### src/rtl/wb_pkg.sv
// Shared types and helpers for the writeback stage: load funct3 codes,
// the load-queue entry layout and the load alignment/extension function.
package wb_pkg;

  localparam int WB_XLEN = 32;

  localparam logic [2:0] F3_LB  = 3'b000;
  localparam logic [2:0] F3_LH  = 3'b001;
  localparam logic [2:0] F3_LW  = 3'b010;
  localparam logic [2:0] F3_LBU = 3'b100;
  localparam logic [2:0] F3_LHU = 3'b101;

  typedef struct packed {
    logic [4:0] rd;
    logic [2:0] f3;
    logic [1:0] off;
  } ldq_entry_t;

  // Select the byte/half addressed by off and extend it; unknown f3 keeps the word.
  function automatic logic [WB_XLEN-1:0] extend_load(input logic [2:0] f3,
                                                     input logic [1:0] off,
                                                     input logic [WB_XLEN-1:0] word);
    logic [7:0]         byte_v;
    logic [15:0]        half_v;
    logic [WB_XLEN-1:0] res_v;
    byte_v = word[{off, 3'b000} +: 8];
    half_v = word[{off[1], 4'b0000} +: 16];
    case (f3)
      F3_LB:   res_v = {{(WB_XLEN-8){byte_v[7]}}, byte_v};
      F3_LH:   res_v = {{(WB_XLEN-16){half_v[15]}}, half_v};
      F3_LW:   res_v = word;
      F3_LBU:  res_v = {{(WB_XLEN-8){1'b0}}, byte_v};
      F3_LHU:  res_v = {{(WB_XLEN-16){1'b0}}, half_v};
      default: res_v = word;
    endcase
    return res_v;
  endfunction

endpackage

### src/rtl/wb_ldq.sv
// In-order queue of outstanding loads. Pointers wrap naturally (DEPTH is a
// power of two); a separate occupancy count tells full from empty.
module wb_ldq
  import wb_pkg::*;
#(
  parameter int DEPTH = 4
) (
  input  logic       clk,
  input  logic       reset,
  input  logic       push,
  input  logic       pop,
  input  ldq_entry_t din,
  output ldq_entry_t head,
  output logic       full,
  output logic       empty
);

  localparam int PW = $clog2(DEPTH);

  ldq_entry_t      mem_r [DEPTH];
  logic [PW-1:0]   wr_ptr_r;
  logic [PW-1:0]   rd_ptr_r;
  logic [PW:0]     count_r;
  logic            do_push_s;
  logic            do_pop_s;

  assign do_pop_s  = pop && !empty;
  assign do_push_s = push && (!full || do_pop_s);
  assign full      = (count_r == (PW+1)'(DEPTH));
  assign empty     = (count_r == '0);
  assign head      = mem_r[rd_ptr_r];

  // Storage, pointers and occupancy count.
  always_ff @(posedge clk) begin
    if (reset) begin
      wr_ptr_r <= '0;
      rd_ptr_r <= '0;
      count_r  <= '0;
      for (int i = 0; i < DEPTH; i++) begin
        mem_r[i] <= '0;
      end
    end else begin
      if (do_push_s) begin
        mem_r[wr_ptr_r] <= din;
        wr_ptr_r        <= wr_ptr_r + 1'b1;
      end
      if (do_pop_s) begin
        rd_ptr_r <= rd_ptr_r + 1'b1;
      end
      case ({do_push_s, do_pop_s})
        2'b10:   count_r <= count_r + 1'b1;
        2'b01:   count_r <= count_r - 1'b1;
        default: count_r <= count_r;
      endcase
    end
  end

endmodule

### src/rtl/wb_stage.sv
// Writeback stage: sole driver of the regfile write port. Load responses
// always win over ALU results; a per-register pending-load count drives the
// busy scoreboard used for decode stalls. Optional feature macro:
// WB_BYPASS_EN adds fwd1_hit/fwd2_hit/fwd_data forwarding outputs.
module wb_stage
  import wb_pkg::*;
#(
  parameter int LDQ_DEPTH = 4,
  parameter int XLEN      = 32
) (
  input  logic            clk,
  input  logic            reset,
  input  logic            alu_valid,
  output logic            alu_ready,
  input  logic [4:0]      alu_rd,
  input  logic [XLEN-1:0] alu_data,
  input  logic            ld_issue_valid,
  output logic            ld_issue_ready,
  input  logic [4:0]      ld_issue_rd,
  input  logic [2:0]      ld_issue_f3,
  input  logic [1:0]      ld_issue_off,
  input  logic            mem_rvalid,
  input  logic [XLEN-1:0] mem_rdata,
  output logic            wr_req,
  output logic [XLEN-1:0] wr_data,
  output logic [4:0]      rd,
  input  logic [4:0]      dec_rs1,
  input  logic [4:0]      dec_rs2,
  output logic            dec_stall,
  output logic [31:0]     busy,
  output logic            ldq_err
`ifdef WB_BYPASS_EN
  ,
  output logic            fwd1_hit,
  output logic            fwd2_hit,
  output logic [XLEN-1:0] fwd_data
`endif
);

  // Counter wide enough that every queue slot may target the same register.
  localparam int CNT_W = $clog2(LDQ_DEPTH + 1);

  ldq_entry_t       head_s;
  ldq_entry_t       push_entry_s;
  logic             full_s;
  logic             empty_s;
  logic             pop_s;
  logic             push_s;
  logic             alu_fire_s;
  logic [31:0]      busy_s;
  logic [31:0]      inc_s;
  logic [31:0]      dec_s;
  logic [CNT_W-1:0] pend_cnt_r [32];

  assign push_entry_s = '{rd: ld_issue_rd, f3: ld_issue_f3, off: ld_issue_off};

  wb_ldq #(.DEPTH(LDQ_DEPTH)) u_ldq (
    .clk   (clk),
    .reset (reset),
    .push  (push_s),
    .pop   (pop_s),
    .din   (push_entry_s),
    .head  (head_s),
    .full  (full_s),
    .empty (empty_s)
  );

  // Scoreboard view: a register is busy while its pending count is non-zero.
  always_comb begin
    busy_s = '0;
    for (int i = 1; i < 32; i++) begin
      busy_s[i] = (pend_cnt_r[i] != '0);
    end
  end

  assign busy = busy_s;

  // Arbitration: load responses pre-empt ALU; ALU also waits on a pending load to its rd.
  always_comb begin
    alu_ready      = 1'b0;
    alu_fire_s     = 1'b0;
    pop_s          = 1'b0;
    ld_issue_ready = 1'b0;
    push_s         = 1'b0;
    dec_stall      = 1'b0;
    alu_ready      = !mem_rvalid && !((alu_rd != 5'd0) && busy_s[alu_rd]);
    alu_fire_s     = alu_valid && alu_ready;
    pop_s          = mem_rvalid && !empty_s;
    ld_issue_ready = !full_s || mem_rvalid;
    push_s         = ld_issue_valid && ld_issue_ready;
    dec_stall      = ((dec_rs1 != 5'd0) && busy_s[dec_rs1]) ||
                     ((dec_rs2 != 5'd0) && busy_s[dec_rs2]);
  end

  // One-hot increment/decrement requests per register; x0 is never tracked.
  always_comb begin
    inc_s = '0;
    dec_s = '0;
    inc_s = (push_s ? (32'd1 << ld_issue_rd) : 32'd0) & 32'hFFFF_FFFE;
    dec_s = (pop_s  ? (32'd1 << head_s.rd)   : 32'd0) & 32'hFFFF_FFFE;
  end

  // Pending-load counters; an issue and a return to the same rd cancel out.
  always_ff @(posedge clk) begin
    if (reset) begin
      for (int i = 0; i < 32; i++) begin
        pend_cnt_r[i] <= '0;
      end
    end else begin
      for (int i = 0; i < 32; i++) begin
        if (inc_s[i] && !dec_s[i]) begin
          pend_cnt_r[i] <= pend_cnt_r[i] + 1'b1;
        end else if (dec_s[i] && !inc_s[i]) begin
          pend_cnt_r[i] <= pend_cnt_r[i] - 1'b1;
        end
      end
    end
  end

  // Registered regfile write port and sticky response-without-load error.
  always_ff @(posedge clk) begin
    if (reset) begin
      wr_req  <= 1'b0;
      wr_data <= '0;
      rd      <= 5'd0;
      ldq_err <= 1'b0;
    end else begin
      if (mem_rvalid && empty_s) begin
        ldq_err <= 1'b1;
      end
      if (pop_s) begin
        if (head_s.rd != 5'd0) begin
          wr_req  <= 1'b1;
          rd      <= head_s.rd;
          wr_data <= XLEN'(extend_load(head_s.f3, head_s.off, WB_XLEN'(mem_rdata)));
        end else begin
          wr_req  <= 1'b0;
        end
      end else if (alu_fire_s && (alu_rd != 5'd0)) begin
        wr_req  <= 1'b1;
        rd      <= alu_rd;
        wr_data <= alu_data;
      end else begin
        wr_req  <= 1'b0;
      end
    end
  end

`ifdef WB_BYPASS_EN
  assign fwd1_hit = wr_req && (rd != 5'd0) && (rd == dec_rs1);
  assign fwd2_hit = wr_req && (rd != 5'd0) && (rd == dec_rs2);
  assign fwd_data = wr_data;
`endif

endmodule

### config.mk
export PLATFORM = sky130hd
export DESIGN_NAME = wb_stage
export DESIGN_NICKNAME = d
export VERILOG_FILES = /design/src/rtl/wb_pkg.sv /design/src/rtl/wb_ldq.sv /design/src/rtl/wb_stage.sv
export SDC_FILE = /design/constraint.sdc
export NUM_CORES = 1
export LEC_CHECK = 0
export ABC_AREA = 1
export BUFFER_PORTS_ARGS = -buffer_cell sky130_fd_sc_hd__buf_2
export CAP_MARGIN = 25
export CORE_ASPECT_RATIO = 0.6
export CORE_MARGIN = 2
export CORE_UTILIZATION = 59
export CTS_CLUSTER_DIAMETER = 100
export CTS_CLUSTER_SIZE = 24
export DETAILED_ROUTE_END_ITERATION = 10
export GPL_TIMING_DRIVEN = 0
export PLACE_DENSITY = 0.82
export SYNTH_ARGS = -nofsm -noshare
export SYNTH_HDL_FRONTEND = slang
export SYNTH_SLANG_ARGS = --single-unit
### constraint.sdc
create_clock -name clk -period 3.5 [get_ports clk]
set_input_delay 0.175 -clock clk [delete_from_list [all_inputs] [get_ports clk]]
set_output_delay 0.175 -clock clk [all_outputs]
set_load 0.01 [all_outputs]
==> impl_metrics.toml <==
[run_status]
result_of_the_run = "finished clean"

[final_layout]
final_nets = 1890
drive_gt1_share_pct = 15.6
diodes = 0
syn_to_final_growth_pct = 15.0
final_core_util_pct = 68.5

[power]
static-leakage-power_uw = 0.00601
irDropWorstVdd_uv = 422
power-per-cell-area_nw_per_um2 = 577

[cts]
post_cts_resize_count = 0
clk_root_buffer_cell = "sky130_fd_sc_hd__clkbuf_16"
cts_made_buffers = 17
post-cts-setup-buffers = 0
clkLatencyLatePin_ps = 450
cts_num_sinks = 181
cts.htree.levels = 4
clk_transition_reported_paths_ps = 70
holdBufCountCts = 0
tritoncts = "done"
cts_buffer_depth = 2

[global_route]
first_global_vias = 10543
antenna_found_initial = 0
overflow = 0
globalRouteTotalUtil_pct = 35.4
maximum_number_of_pins_on_one_net_before_global_route_repair = 17
grt_pass1_wl_um = 57300

[min_path]
timing.hold.worst_endpoint = "ldq_err"
hold_path_class = "in2reg"
holdCritStartpoint = "mem_rvalid"
whs_path_depth = 3

[worst_setup_path]
worstRegToRegCells = 15
crit-reg2reg-capture = "pend_cnt_r[1][41]"
path_class = "reg2reg"
timing.critical_path.mode_cell = "sky130_fd_sc_hd__nand2_1"
worstPathRequired_ps = 3680
slowest_stage = "sky130_fd_sc_hd__fa_1"
path_cells = "buf_6, buf_6, nand2_1, nand3_2, nand2_2, a21oi_2, nand2_1, nor2_1, nand2_1, nor2_1, nand2_1, fa_1, xor2_1, xor2_1, nor2_1"
worst_ep_arrival_time_ps = 3470
worstSetupPathDepth = 15
timing.critical_path.fanout_max = 10
worstPathBufferInverterCount = 2
critPathCaptureType = "register"
timing.critical_path.max_delay_family = "simple AND/OR/NAND/NOR gates"
cpPeakStageDelay_ps = 420
critical_path.startpoint_type = "register"
r2r_slack_ps = 210

[timing]
final_hold_viol_count = 0
finalSetupViolations = 0
max_freq_mhz = 304
maxSlewViolCount = 0
setup_slack_after_layout_ps = 206
unrepaired_setup_endpoints_after_global_routing = "no"
finalCritPeriodShare_pct = 94.1
fin_crit_ps = 3290
final.setup.tns_ps = 0
tightest_slew_ps = 859
max_slew_margin_pct = 42.7
hold_slack_ps = 19.5
final.setup_skew_ps = 9.48

[route]
route.antenna.remaining_nets = 0
drt_pre_antenna_iters = 6
detail_route.vias_per_cell = 5.69
wirelength_um = 37400
num_vias = 11638
route.detailed.drc = 0
avgRoutedWirePerCell_um = 18.3
drt_iter0_drc = 1850

[place]
place.gp.congestion = 1.03
place.detailed.hpwl_um = 29000
portBuffers = 162
post-place-ws_ps = 210

[die]
floorplan.core_area_um2 = 19800
die_x_um = 187
number_of_ports_placed_on_the_die_boundary = 168
die_y_um = 114
core.rowCount = 40
die_area_um2 = 21200
start_util_pct = 59.6

[synth]
synth_fp_nets = 1708
synth_enable_flop_cells = 133
ys_ff_latch = 181
ys_dominant_reg_cell = "sky130_fd_sc_hd__edfxtp_1"
seq_area_frac_synth_pct = 42.0
synthDistinctLibCells = 51
post_synth.cell_area_avg_um2 = 7.48
postSynthCellCount = 1579
post_synthesis_cell_area_um2 = 11800
share_of_flip_flops_with_an_asynchronous_set_or_reset_after_synthesis_pct = 0
ys_warn_count = 0

[flow_run]
maxCapViolations = 0
[sequential cells by signal (all words and copies together), names as in the netlist, named ones only]
signal / flops
u_ldq.rd_ptr_r: 2
wr_req: 1
ldq_err: 1
pend_cnt_r: 93
u_ldq.wr_ptr_r: 2
u_ldq.count_r: 3
rd: 5
wr_data: 32
u_ldq.mem_r: 40
[synthesized netlist by cell type, types with 5 or more instances]
| library cell | n | share of area (%) |
|---|---|---|
| sky130_fd_sc_hd__nand2_1 | 384 | 12 |
| sky130_fd_sc_hd__nor2_1 | 311 | 9.9 |
| sky130_fd_sc_hd__inv_1 | 180 | 5.7 |
| sky130_fd_sc_hd__edfxtp_1 | 133 | 34 |
| sky130_fd_sc_hd__nand3_1 | 93 | 3.9 |
| sky130_fd_sc_hd__o21ai_0 | 65 | 2.8 |
| sky130_fd_sc_hd__a21oi_1 | 64 | 2.7 |
| sky130_fd_sc_hd__dfxtp_1 | 48 | 8.1 |
| sky130_fd_sc_hd__xor2_1 | 42 | 3.1 |
| sky130_fd_sc_hd__clkbuf_1 | 31 | 0.99 |
| sky130_fd_sc_hd__fa_1 | 31 | 5.3 |
| sky130_fd_sc_hd__buf_2 | 17 | 0.72 |
| sky130_fd_sc_hd__inv_2 | 16 | 0.51 |
| sky130_fd_sc_hd__o22ai_1 | 16 | 0.85 |
| sky130_fd_sc_hd__o21a_1 | 13 | 0.83 |
| sky130_fd_sc_hd__nor2_2 | 12 | 0.64 |
| sky130_fd_sc_hd__nor3_1 | 12 | 0.51 |
| sky130_fd_sc_hd__o21ai_1 | 12 | 0.51 |
| sky130_fd_sc_hd__a22oi_1 | 8 | 0.51 |
| sky130_fd_sc_hd__o211ai_1 | 8 | 0.51 |
| sky130_fd_sc_hd__buf_6 | 7 | 0.67 |
| sky130_fd_sc_hd__nand2_2 | 7 | 0.37 |
| sky130_fd_sc_hd__nand4_1 | 7 | 0.37 |
| sky130_fd_sc_hd__buf_1 | 6 | 0.19 |
| sky130_fd_sc_hd__o2111ai_1 | 6 | 0.45 |
| sky130_fd_sc_hd__nand3b_1 | 5 | 0.32 |
| sky130_fd_sc_hd__or2_1 | 5 | 0.26 |
[cell type report]
type / instances / area (um^2)
Clock inverter: 14 / 176
Clock buffer: 18 / 429
Buffer: 64 / 325
Inverter: 199 / 747
Tap cell: 273 / 342
Fill cell: 1662 / 6240
Multi-Input combinational cell: 1135 / 5780
Timing Repair Buffer: 163 / 818
Sequential cell: 181 / 4950
[cells in the final DEF (no fill, tap or decap), drive strengths merged, types with 8 or more instances in the layout]
master	n
nand2	391
nor2	326
inv	200
buf	196
edfxtp	133
nand3	98
o21ai	79
a21oi	68
clkbuf	49
dfxtp	48
xor2	42
fa	31
o22ai	17
o21a	13
nor3	13
o211ai	9
a22oi	8
[where the power goes]
part,switching (uW),internal (uW)
logic,2030,969
clock network,899,1130
registers,165,2630
[cells by family (layout without fill, tap and decap cells)]
logic type / count (synthesis) / in the layout / share of synthesized area (%)
xor gates and xnor gates: 45 / 45 / 3.34
adders and majority gates: 35 / 35 / 5.68
buffers and inverters: 263 / 458 / 9.08
DFF: 181 / 181 / 42.0
other: 1 / 1 / 0.0318
and+or+nand+nor: 848 / 848 / 29.6
muxes: 1 / 1 / 0.0954
AOI/OAI and AO/OA: 205 / 205 / 10.2
[worst max-delay path by stage]
stage                           startpoint           endpoint  slack [ps]
after global placement               reset  pend_cnt_r[1][38]         290
final                             register  pend_cnt_r[1][41]         210
after floorplan           u_ldq.count_r[0]  pend_cnt_r[1][11]         990
after global routing              register  pend_cnt_r[1][35]          70
after detailed placement             reset  pend_cnt_r[0][17]         210
after CTS                         register  pend_cnt_r[1][41]         360
[stage by stage]
| stage | power (uW) | instance area [um^2] | cells |
|---|---|---|---|
| after floorplan | 4810 | 11800 | 1579 |
| after global placement | 5650 | 13000 | 2014 |
| after detailed placement | 5730 | 13000 | 2015 |
| after CTS | 7740 | 13600 | 2047 |
| after global routing | 8230 | 13600 | 2047 |
| final | 7830 | 13600 | 2047 |
[worst min-delay path, stage by stage]
cell	delay, ps
sky130_fd_sc_hd__buf_2	120
sky130_fd_sc_hd__nand3_1	70
sky130_fd_sc_hd__a21oi_1	50
[routing by layer]
layer  vias to the layer above  wire length [um]  global-route usage (%)
li1                       5413                 -                       -
met1                      5401             16400                    54.4
met2                       777             14600                    47.7
met3                        47              5910                    12.1
met4                         0               430                    7.67
met5                         -                 0                       0
Power figures use the tool's default switching activity.
